==> src/rtl/fader_accum_pkg.sv <==
// rtl/fader_accum_pkg.sv - shared types and constants for the fading coefficient accumulator
package fader_accum_pkg;

   localparam int FADER_M         = 8;
   localparam int FADER_N         = 32;
   localparam int FADER_WPATH     = 3;
   localparam int FADER_WCHAN     = 5;
   localparam int FADER_WIN       = 12;
   localparam int FADER_OUT_SHIFT = 1;
   localparam int FADER_OUT_W     = 16;

   // Accumulator width: M samples of Win bits never overflow Win+Wpath bits
   localparam int FADER_ACC_W = FADER_WIN + FADER_WPATH;

   typedef enum logic {
      ST_IDLE  = 1'b0,
      ST_ACCUM = 1'b1
   } fader_state_t;

   // One upstream ROM sample as seen on the in_* bus
   typedef struct packed {
      logic        [FADER_WPATH-1:0] m;
      logic        [FADER_WCHAN-1:0] chan;
      logic signed [FADER_WIN-1:0]   samp_real;
      logic signed [FADER_WIN-1:0]   samp_imag;
   } fader_sample_t;

endpackage

==> src/rtl/fader_accum_sat_shift.sv <==
// rtl/fader_accum_sat_shift.sv - sign-extend, left shift and saturate a signed sum
module sat_shift #(
   parameter int IN_W  = 15,
   parameter int OUT_W = 16,
   parameter int SHIFT = 1
) (
   input  logic signed [IN_W-1:0]  din,
   output logic signed [OUT_W-1:0] dout
);

   // Wide enough that a shift of up to 4 on a 16-bit extended value cannot wrap
   localparam int WIDE = OUT_W + 5;

   localparam logic signed [WIDE-1:0] MAXV = WIDE'((64'sd1 <<< (OUT_W - 1)) - 64'sd1);
   localparam logic signed [WIDE-1:0] MINV = WIDE'(-(64'sd1 <<< (OUT_W - 1)));

   logic signed [WIDE-1:0] wide;
   logic signed [WIDE-1:0] shifted;

   // Extend, shift, then clamp to the representable output range
   always_comb begin
      wide    = {{(WIDE - IN_W){din[IN_W-1]}}, din};
      shifted = wide <<< SHIFT;
      if (shifted > MAXV) begin
         dout = {1'b0, {(OUT_W - 1){1'b1}}};
      end else if (shifted < MINV) begin
         dout = {1'b1, {(OUT_W - 1){1'b0}}};
      end else begin
         dout = shifted[OUT_W-1:0];
      end
   end

endmodule

==> src/rtl/fader_accum.sv <==
// rtl/fader_accum.sv - sums M reflector samples per channel into one complex fading coefficient
module fader_accum
   import fader_accum_pkg::*;
#(
   parameter int M         = FADER_M,
   parameter int N         = FADER_N,
   parameter int Wpath     = FADER_WPATH,
   parameter int Wchan     = FADER_WCHAN,
   parameter int Win       = FADER_WIN,
   parameter int OUT_SHIFT = FADER_OUT_SHIFT
) (
   input  logic                    clk,
   input  logic                    reset,
   input  logic                    in_valid,
   input  logic [Wpath-1:0]        in_m,
   input  logic [Wchan-1:0]        in_chan,
   input  logic signed [Win-1:0]   in_real,
   input  logic signed [Win-1:0]   in_imag,
   output logic                    dv_out,
   output logic [Wchan-1:0]        chan_out,
   output logic signed [15:0]      Zc_real,
   output logic signed [15:0]      Zc_imag,
   output logic                    frame_done,
   output logic                    seq_err
);

   localparam int ACC_W = Win + Wpath;
   localparam logic [Wpath-1:0] M_LAST = Wpath'(M - 1);

   fader_sample_t smp;
   fader_state_t  state, state_nxt;

   logic signed [ACC_W-1:0] acc_real, acc_imag;
   logic signed [ACC_W-1:0] ext_real, ext_imag;
   logic signed [ACC_W-1:0] sum_real, sum_imag;
   logic signed [15:0]      sat_real, sat_imag;
   logic [Wpath-1:0]        exp_m;
   logic [$clog2(N)-1:0]    lat_chan;

   logic acc_ld, acc_add, err, emit;

   assign smp = '{m: in_m, chan: in_chan, samp_real: in_real, samp_imag: in_imag};

   // Sign-extend the incoming sample and form the running sum including it
   always_comb begin
      ext_real = {{Wpath{smp.samp_real[Win-1]}}, smp.samp_real};
      ext_imag = {{Wpath{smp.samp_imag[Win-1]}}, smp.samp_imag};
      sum_real = acc_real + ext_real;
      sum_imag = acc_imag + ext_imag;
   end

   sat_shift #(.IN_W(ACC_W), .OUT_W(16), .SHIFT(OUT_SHIFT)) u_sat_real (
      .din  (sum_real),
      .dout (sat_real)
   );

   sat_shift #(.IN_W(ACC_W), .OUT_W(16), .SHIFT(OUT_SHIFT)) u_sat_imag (
      .din  (sum_imag),
      .dout (sat_imag)
   );

   // Sequencing FSM: decide whether each valid sample starts, extends, restarts or breaks a group
   always_comb begin
      state_nxt = state;
      acc_ld    = 1'b0;
      acc_add   = 1'b0;
      err       = 1'b0;
      emit      = 1'b0;
      if (in_valid) begin
         case (state)
            ST_IDLE: begin
               if (smp.m == M_LAST) begin
                  acc_ld    = 1'b1;
                  state_nxt = ST_ACCUM;
               end else begin
                  err = 1'b1;
               end
            end
            ST_ACCUM: begin
               if (smp.m == exp_m && smp.chan == lat_chan) begin
                  acc_add = 1'b1;
                  if (smp.m == '0) begin
                     emit      = 1'b1;
                     state_nxt = ST_IDLE;
                  end
               end else if (smp.m == M_LAST) begin
                  // A new group started early: drop the partial sum and restart on this sample
                  err    = 1'b1;
                  acc_ld = 1'b1;
               end else begin
                  err       = 1'b1;
                  state_nxt = ST_IDLE;
               end
            end
            default: state_nxt = ST_IDLE;
         endcase
      end
   end

   // State, accumulators, error flag and registered output word
   always_ff @(posedge clk) begin
      if (reset) begin
         state      <= ST_IDLE;
         acc_real   <= '0;
         acc_imag   <= '0;
         exp_m      <= '0;
         lat_chan   <= '0;
         seq_err    <= 1'b0;
         dv_out     <= 1'b0;
         frame_done <= 1'b0;
         chan_out   <= '0;
         Zc_real    <= '0;
         Zc_imag    <= '0;
      end else begin
         state <= state_nxt;
         if (acc_ld) begin
            acc_real <= ext_real;
            acc_imag <= ext_imag;
            exp_m    <= M_LAST - Wpath'(1);
            lat_chan <= smp.chan;
         end else if (acc_add) begin
            acc_real <= sum_real;
            acc_imag <= sum_imag;
            exp_m    <= exp_m - Wpath'(1);
         end
         if (err) begin
            seq_err <= 1'b1;
         end
         dv_out     <= emit;
         frame_done <= emit && (lat_chan == '0);
         if (emit) begin
            chan_out <= lat_chan;
            Zc_real  <= sat_real;
            Zc_imag  <= sat_imag;
         end
      end
   end

endmodule

==> config.mk <==
export PLATFORM = sky130hd
export DESIGN_NAME = fader_accum
export DESIGN_NICKNAME = d
export VERILOG_FILES = /design/src/rtl/fader_accum_pkg.sv /design/src/rtl/fader_accum_sat_shift.sv /design/src/rtl/fader_accum.sv
export SDC_FILE = /design/constraint.sdc
export NUM_CORES = 1
export LEC_CHECK = 0
export ABC_AREA = 1
export BUFFER_PORTS_ARGS = -buffer_cell sky130_fd_sc_hd__buf_2
export CAP_MARGIN = 20
export CORE_MARGIN = 2
export CORE_UTILIZATION = 63
export DETAILED_ROUTE_END_ITERATION = 8
export GPL_TIMING_DRIVEN = 0
export PLACE_DENSITY = 0.94
export SLEW_MARGIN = 5
export SYNTH_ARGS = -nofsm -noshare
export SYNTH_HDL_FRONTEND = slang
export SYNTH_SLANG_ARGS = --single-unit
export TNS_END_PERCENT = 20
==> constraint.sdc <==
create_clock -name clk -period 5.6 [get_ports clk]
set_clock_uncertainty 0.15 [all_clocks]
set_input_delay 0.84 -clock clk [delete_from_list [all_inputs] [get_ports clk]]
set_output_delay 0.84 -clock clk [all_outputs]
set_load 0.005 [all_outputs]
After elaboration in Yosys (flattened, before gate mapping) --
Index checks and enable logic that the tools add are counted.
Storage, ports and cells: output and inout port bits 40, word-level logic and storage cells 57, bits in registers 79, input bits 35
Operators by class: add/sub/neg operators 3, multiplexer cells 28, reduce and logical (&&, ||, !) cells 6, $lt $le $gt $ge 4, bitwise gates (word level) 1, equal/unequal tests 3
Operators by type and width (number):
- 2-to-1 mux 16 bit | 4
- 2-to-1 mux 15 bit | 4
- > comparator 16 bit, second input constant | 2
- less-than comparator 16 bit, second input constant | 2
- adder 15 x 12 -> 15 bit | 2
- 2-to-1 mux 1 bit | 15
- 2-to-1 mux 3 bit | 2
- case mux 1 bit (2 select lines) | 3
- equality test 5 bit | 1
- logical NOT 5 bit | 1
- equality test 3 bit | 1
- equality test 3 bit, second input constant | 1
- logical NOT 3 bit | 1
- subtractor 3 x 1 -> 3 bit, second input constant | 1
- logical AND 1 bit | 2
- nonzero test 2 bit | 1
- OR reduction 2 bit | 1
- NOT 1 bit | 1

Depth between registers and ports, before layout --
word-level depth 7, depth in mapped cells 14, mapped depth without buffers 14

Modules after synthesis --
A second synthesis with hierarchy kept.
Unflattened totals: cell total of the unflattened synthesis 898, area, all modules 5559.1 um^2
Modules (own cells, without submodules):
- fader_accum | cells each 864, sequential area each 1581.5 um^2, area each 5311.3 um^2, times used 1
- sat_shift | cells each 17, sequential area each 0.0 um^2, area each 123.9 um^2, times used 2

Worst setup path before layout --
No wires, ideal clock.
path kind input to register, start point input in_real[0], end point register Zc_real[15], arrival time 2181 ps, required time 5335 ps, path slack 3154 ps, cell stages on the path 13, setup time 115 ps, path buffers 0, cells stage by stage ha_1 > inv_1 > fa_1 > inv_1 > nand3_1 > nand2_1 > nand2_1 > nand2_1 > nand2_1 > nand2_1 > nand2_1 > a21oi_1 > nor2_1
Between the ends: cells in the longest elaborated chain, start to end 4, elaborated cells between the ends (all ways) 5, those cells by class add/sub (1); order compare (2); mux (2)
Ends and longest elaborated chain:
- start: declaration | line fader_accum.sv:17 | input logic signed [Win-1:0] in_real,
- adder 15 x 12 -> 15 bit * | line fader_accum.sv:48 | sum_real = acc_real + ext_real;
- less-than comparator 16 bit | line fader_accum_sat_shift.sv:26 | end else if (shifted < MINV) begin
- 2-to-1 mux 16 bit | line fader_accum_sat_shift.sv:26
- 2-to-1 mux 16 bit * | line fader_accum_sat_shift.sv:24 | if (shifted > MAXV) begin
- end signal: assignment | line fader_accum.sv:133 | Zc_real <= sat_real;
- end: declaration | line fader_accum.sv:21 | output logic signed [15:0] Zc_real,
Every way passes the cells marked *; elsewhere a longest branch is shown, timed or not. A chain may end at the register's enable or synchronous reset.

Worst setup path in the final report --
start point input in_valid, end point register Zc_real[7]
Between the ends: cells in the longest elaborated chain, start to end 1
Ends and longest elaborated chain:
- start: declaration | line fader_accum.sv:14 | input logic in_valid,
- 2-to-1 mux 1 bit | line fader_accum.sv:69 | if (in_valid) begin
No other way between the ends.

==> flow_metrics.tcl <==
set metrics [dict create \
    post-place-ws_ns 2.721 \
    crit_type "input pin to register" \
    cts-buffers-inserted 9 \
    p_int_w 0.0007862 \
    ys_seq_elements 77 \
    yosysWarnings 0 \
    nets 1006 \
    initial_core_util_pct 64.13 \
    ir_worst_vdd_mv 0.1614 \
    mostFrequentLayoutCell "nand2_1" \
    synthCells 857 \
    wl_per_cell_um 14.37 \
    drive_gt1_share_pct 12.49 \
    gp_congestion 0.9507 \
    die_h_um 95.00 \
    htree_levels 3 \
    grt_max_degree 16 \
    worstPathRequired_ns 5.75 \
    core_area_um2 8134 \
    drc 0 \
    fmax_ghz 0.3858 \
    cp_slowest_stage_delay_ns 0.54 \
    arrival_ns 2.74 \
    critical_path_buf_inv_count 3 \
    synthTopCellsByArea "dfxtp_1, nand2_1, nor2_1, inv_1, nand3_1" \
    syn_area_um2 5216 \
    netSwitchingPower_w 0.0003671 \
    r2r-start "lat_chan[1]" \
    vias 5704 \
    cts_hold_buf 0 \
    yosysTopAreaCell "dfxtp_1" \
    powerDensity_nw_per_um2 195.8 \
    num_io_pins 75 \
    tightest_slew_ns 0.7102 \
    setup_slack_ns 3.008 \
    worstSetupPathDepth 7 \
    cts_root_buffer "clkbuf_8" \
    synth.distinct_cells 32 \
    status "finished, final reports clean" \
    comb_power_share_pct 15.9 \
    yosysSeqAreaShare_pct 29.55 \
    grt_pass1_wl_um 23910 \
    viasPerCell 5.432 \
    die_area_um2 9024 \
    grt_antenna_before_repair 0 \
    synth_top_area_share_pct 29.55 \
    grt_usage_pct 34.50 \
    power.leakage_nw 3.320 \
    rsz0062_at_grt "no" \
    final_max_slew_viol_count 0 \
    clkTransAtPathRegs_ns 0.09 \
    dp_hpwl_um 11390 \
    area_growth_pct 12.90 \
    reg2reg_slack_ns 3.27 \
    cp_cell_sequence "buf_2, clkbuf_1, nand4_4, nor2_2, buf_2, o21ai_1, nor2_1" \
    place_inst 1034 \
    fin_setup_tns_ns 0 \
    swShare_pct 31.83 \
    final_cell_mix "nand2_1, nor2_1, inv_1" \
    min_period_over_period_pct 46.29 \
    dieWidth_um 95.00 \
    instances_no_fill 1050 \
    cts_tree "done" \
    post_cts_buffers 0 \
    clockBufferDepth 2 \
    path_max_fanout 10 \
    insertion_delay_ns 0.37 \
    numPortBuffers 71 \
    grt_pass1_vias 5104 \
    end_kind "register" \
    cpMostUsedCell "buf_2" \
    crit_start "in_valid" \
    avgSynthCellArea_um2 6.087 \
    seqPwrFrac_pct 48.7 \
    hold_viol 0 \
    worstRegToRegCells 11 \
    fill_cells 735 \
    layout_min_cycle_time_ns 2.592 \
    cts_resized 0 \
    antenna_left 0 \
    maxCapViolCount 0 \
    cts.sinks 77 \
    cp_top_family "buffers and inverters" \
    drt_iter0_drc 473 \
    critical_path.endpoint "Zc_real[7]" \
    num_rows 33 \
    crit_path_start_kind "input pin" \
    worstReg2RegEnd "Zc_real[7]" \
    overflow 0 \
    n_antenna_cell 0 \
    p_clk_share_pct 35.5 \
    hp-class "register to register" \
    maxSlewHeadroom_pct 52.65 \
    wl_um 15080 \
    setup_violations 0 \
    drtPass1Iterations 5 \
    cpMaxStageDelayCell "clkbuf_1" \
]
==> final cells by class <==
| class | count | area (µm²) | area share (%) |
|---|---|---|---|
| Multi-Input combinational cell | 619 | 3037 | 51.56 |
| Timing Repair Buffer | 71 | 355.3 | 6.034 |
| Tap cell | 105 | 131.4 | 2.231 |
| Clock buffer | 9 | 123.9 | 2.103 |
| Clock inverter | 7 | 58.81 | 0.9985 |
| Buffer | 27 | 135.1 | 2.294 |
| Inverter | 135 | 506.7 | 8.604 |
| Sequential cell | 77 | 1541 | 26.17 |
==> Yosys cell counts, drive strengths merged <==
cell      n
o21a      1
buf      15
nand3b    8
conb      1
ha       29
fa        2
a21oi    36
nor2    136
dfxtp    77
and2      6
nand2   245
nand4    12
clkinv    1
o21ai    41
inv     134
nand3    79
nor3      7
xor2      6
clkbuf   12
xnor2     9
==> cells by family (layout without fill, tap and decap cells) <==
group / after synthesis / count (layout) / share of synthesized area, %
other cells: 1 / 2 / 0.07189
xor+xnor: 15 / 15 / 2.519
compound gates: 78 / 78 / 7.532
flops: 77 / 77 / 29.55
fa+ha+maj: 31 / 31 / 7.724
simple gates: 493 / 493 / 40.30
buf+inv: 162 / 249 / 12.30
==> stage by stage <==
stage / util [%] / hold WS [ns] / cell area (µm²) / power, W
final: 72.40 / 0.3317 / 5889 / 0.001153
after detailed placement: 70.16 / 0.3111 / 5707 / 0.0007509
after floorplan: - / 0.3092 / 5220 / 0.0006962
after global routing: 72.40 / 0.3577 / 5889 / 0.001195
after CTS: 72.40 / 0.3262 / 5889 / 0.001147
after global placement: 70.16 / 0.3124 / 5707 / 0.0007488
==> registers in the layout, summed over array words and instances, names as in the netlist <==
| register | cells |
|---|---|
| Zc_imag | 15 |
| Zc_real | 15 |
| acc_imag | 15 |
| acc_real | 15 |
| chan_out | 5 |
| lat_chan | 5 |
| exp_m | 3 |
| dv_out | 1 |
| frame_done | 1 |
| seq_err | 1 |
| state | 1 |
==> worst min-delay path by stage <==
stage,from,slack [ns],end,depth (start not counted)
after floorplan,acc_imag[7],0.31,acc_imag[7],2
after global placement,Zc_imag[1],0.31,Zc_imag[1],2
after detailed placement,Zc_real[1],0.31,Zc_real[1],2
after CTS,Zc_real[1],0.33,Zc_real[1],2
after global routing,seq_err,0.36,seq_err,1
final,Zc_imag[1],0.33,Zc_imag[1],2
==> routing by layer <==
layer / GRT usage [%] / routed length [µm] / vias up
li1: - / - / 2830
met1: 40.74 / 5824 / 2513
met2: 59.75 / 7233 / 304
met3: 6.784 / 1419 / 57
met4: 16.55 / 605 / 0
met5: 0 / 0 / -
==> worst min-delay path: cells and delay by family, from the launching register on <==
family / cells / cell delay [ns]
simple gates: 2 / 0.12
flops: 1 / 0.32
==> power by group through the flow <==
stage | registers (W) | logic, W | clock network, W
6_report | 0.000561 | 0.000183 | 0.000409
5_1_grt | 0.000562 | 0.000203 | 0.000430
4_1_cts | 0.000561 | 0.000179 | 0.000407
3_5_place_dp | 0.000574 | 0.000177 | 0
3_3_place_gp | 0.000574 | 0.000175 | 0
2_1_floorplan | 0.000572 | 0.000124 | 0
Power figures use the tool's default switching activity.
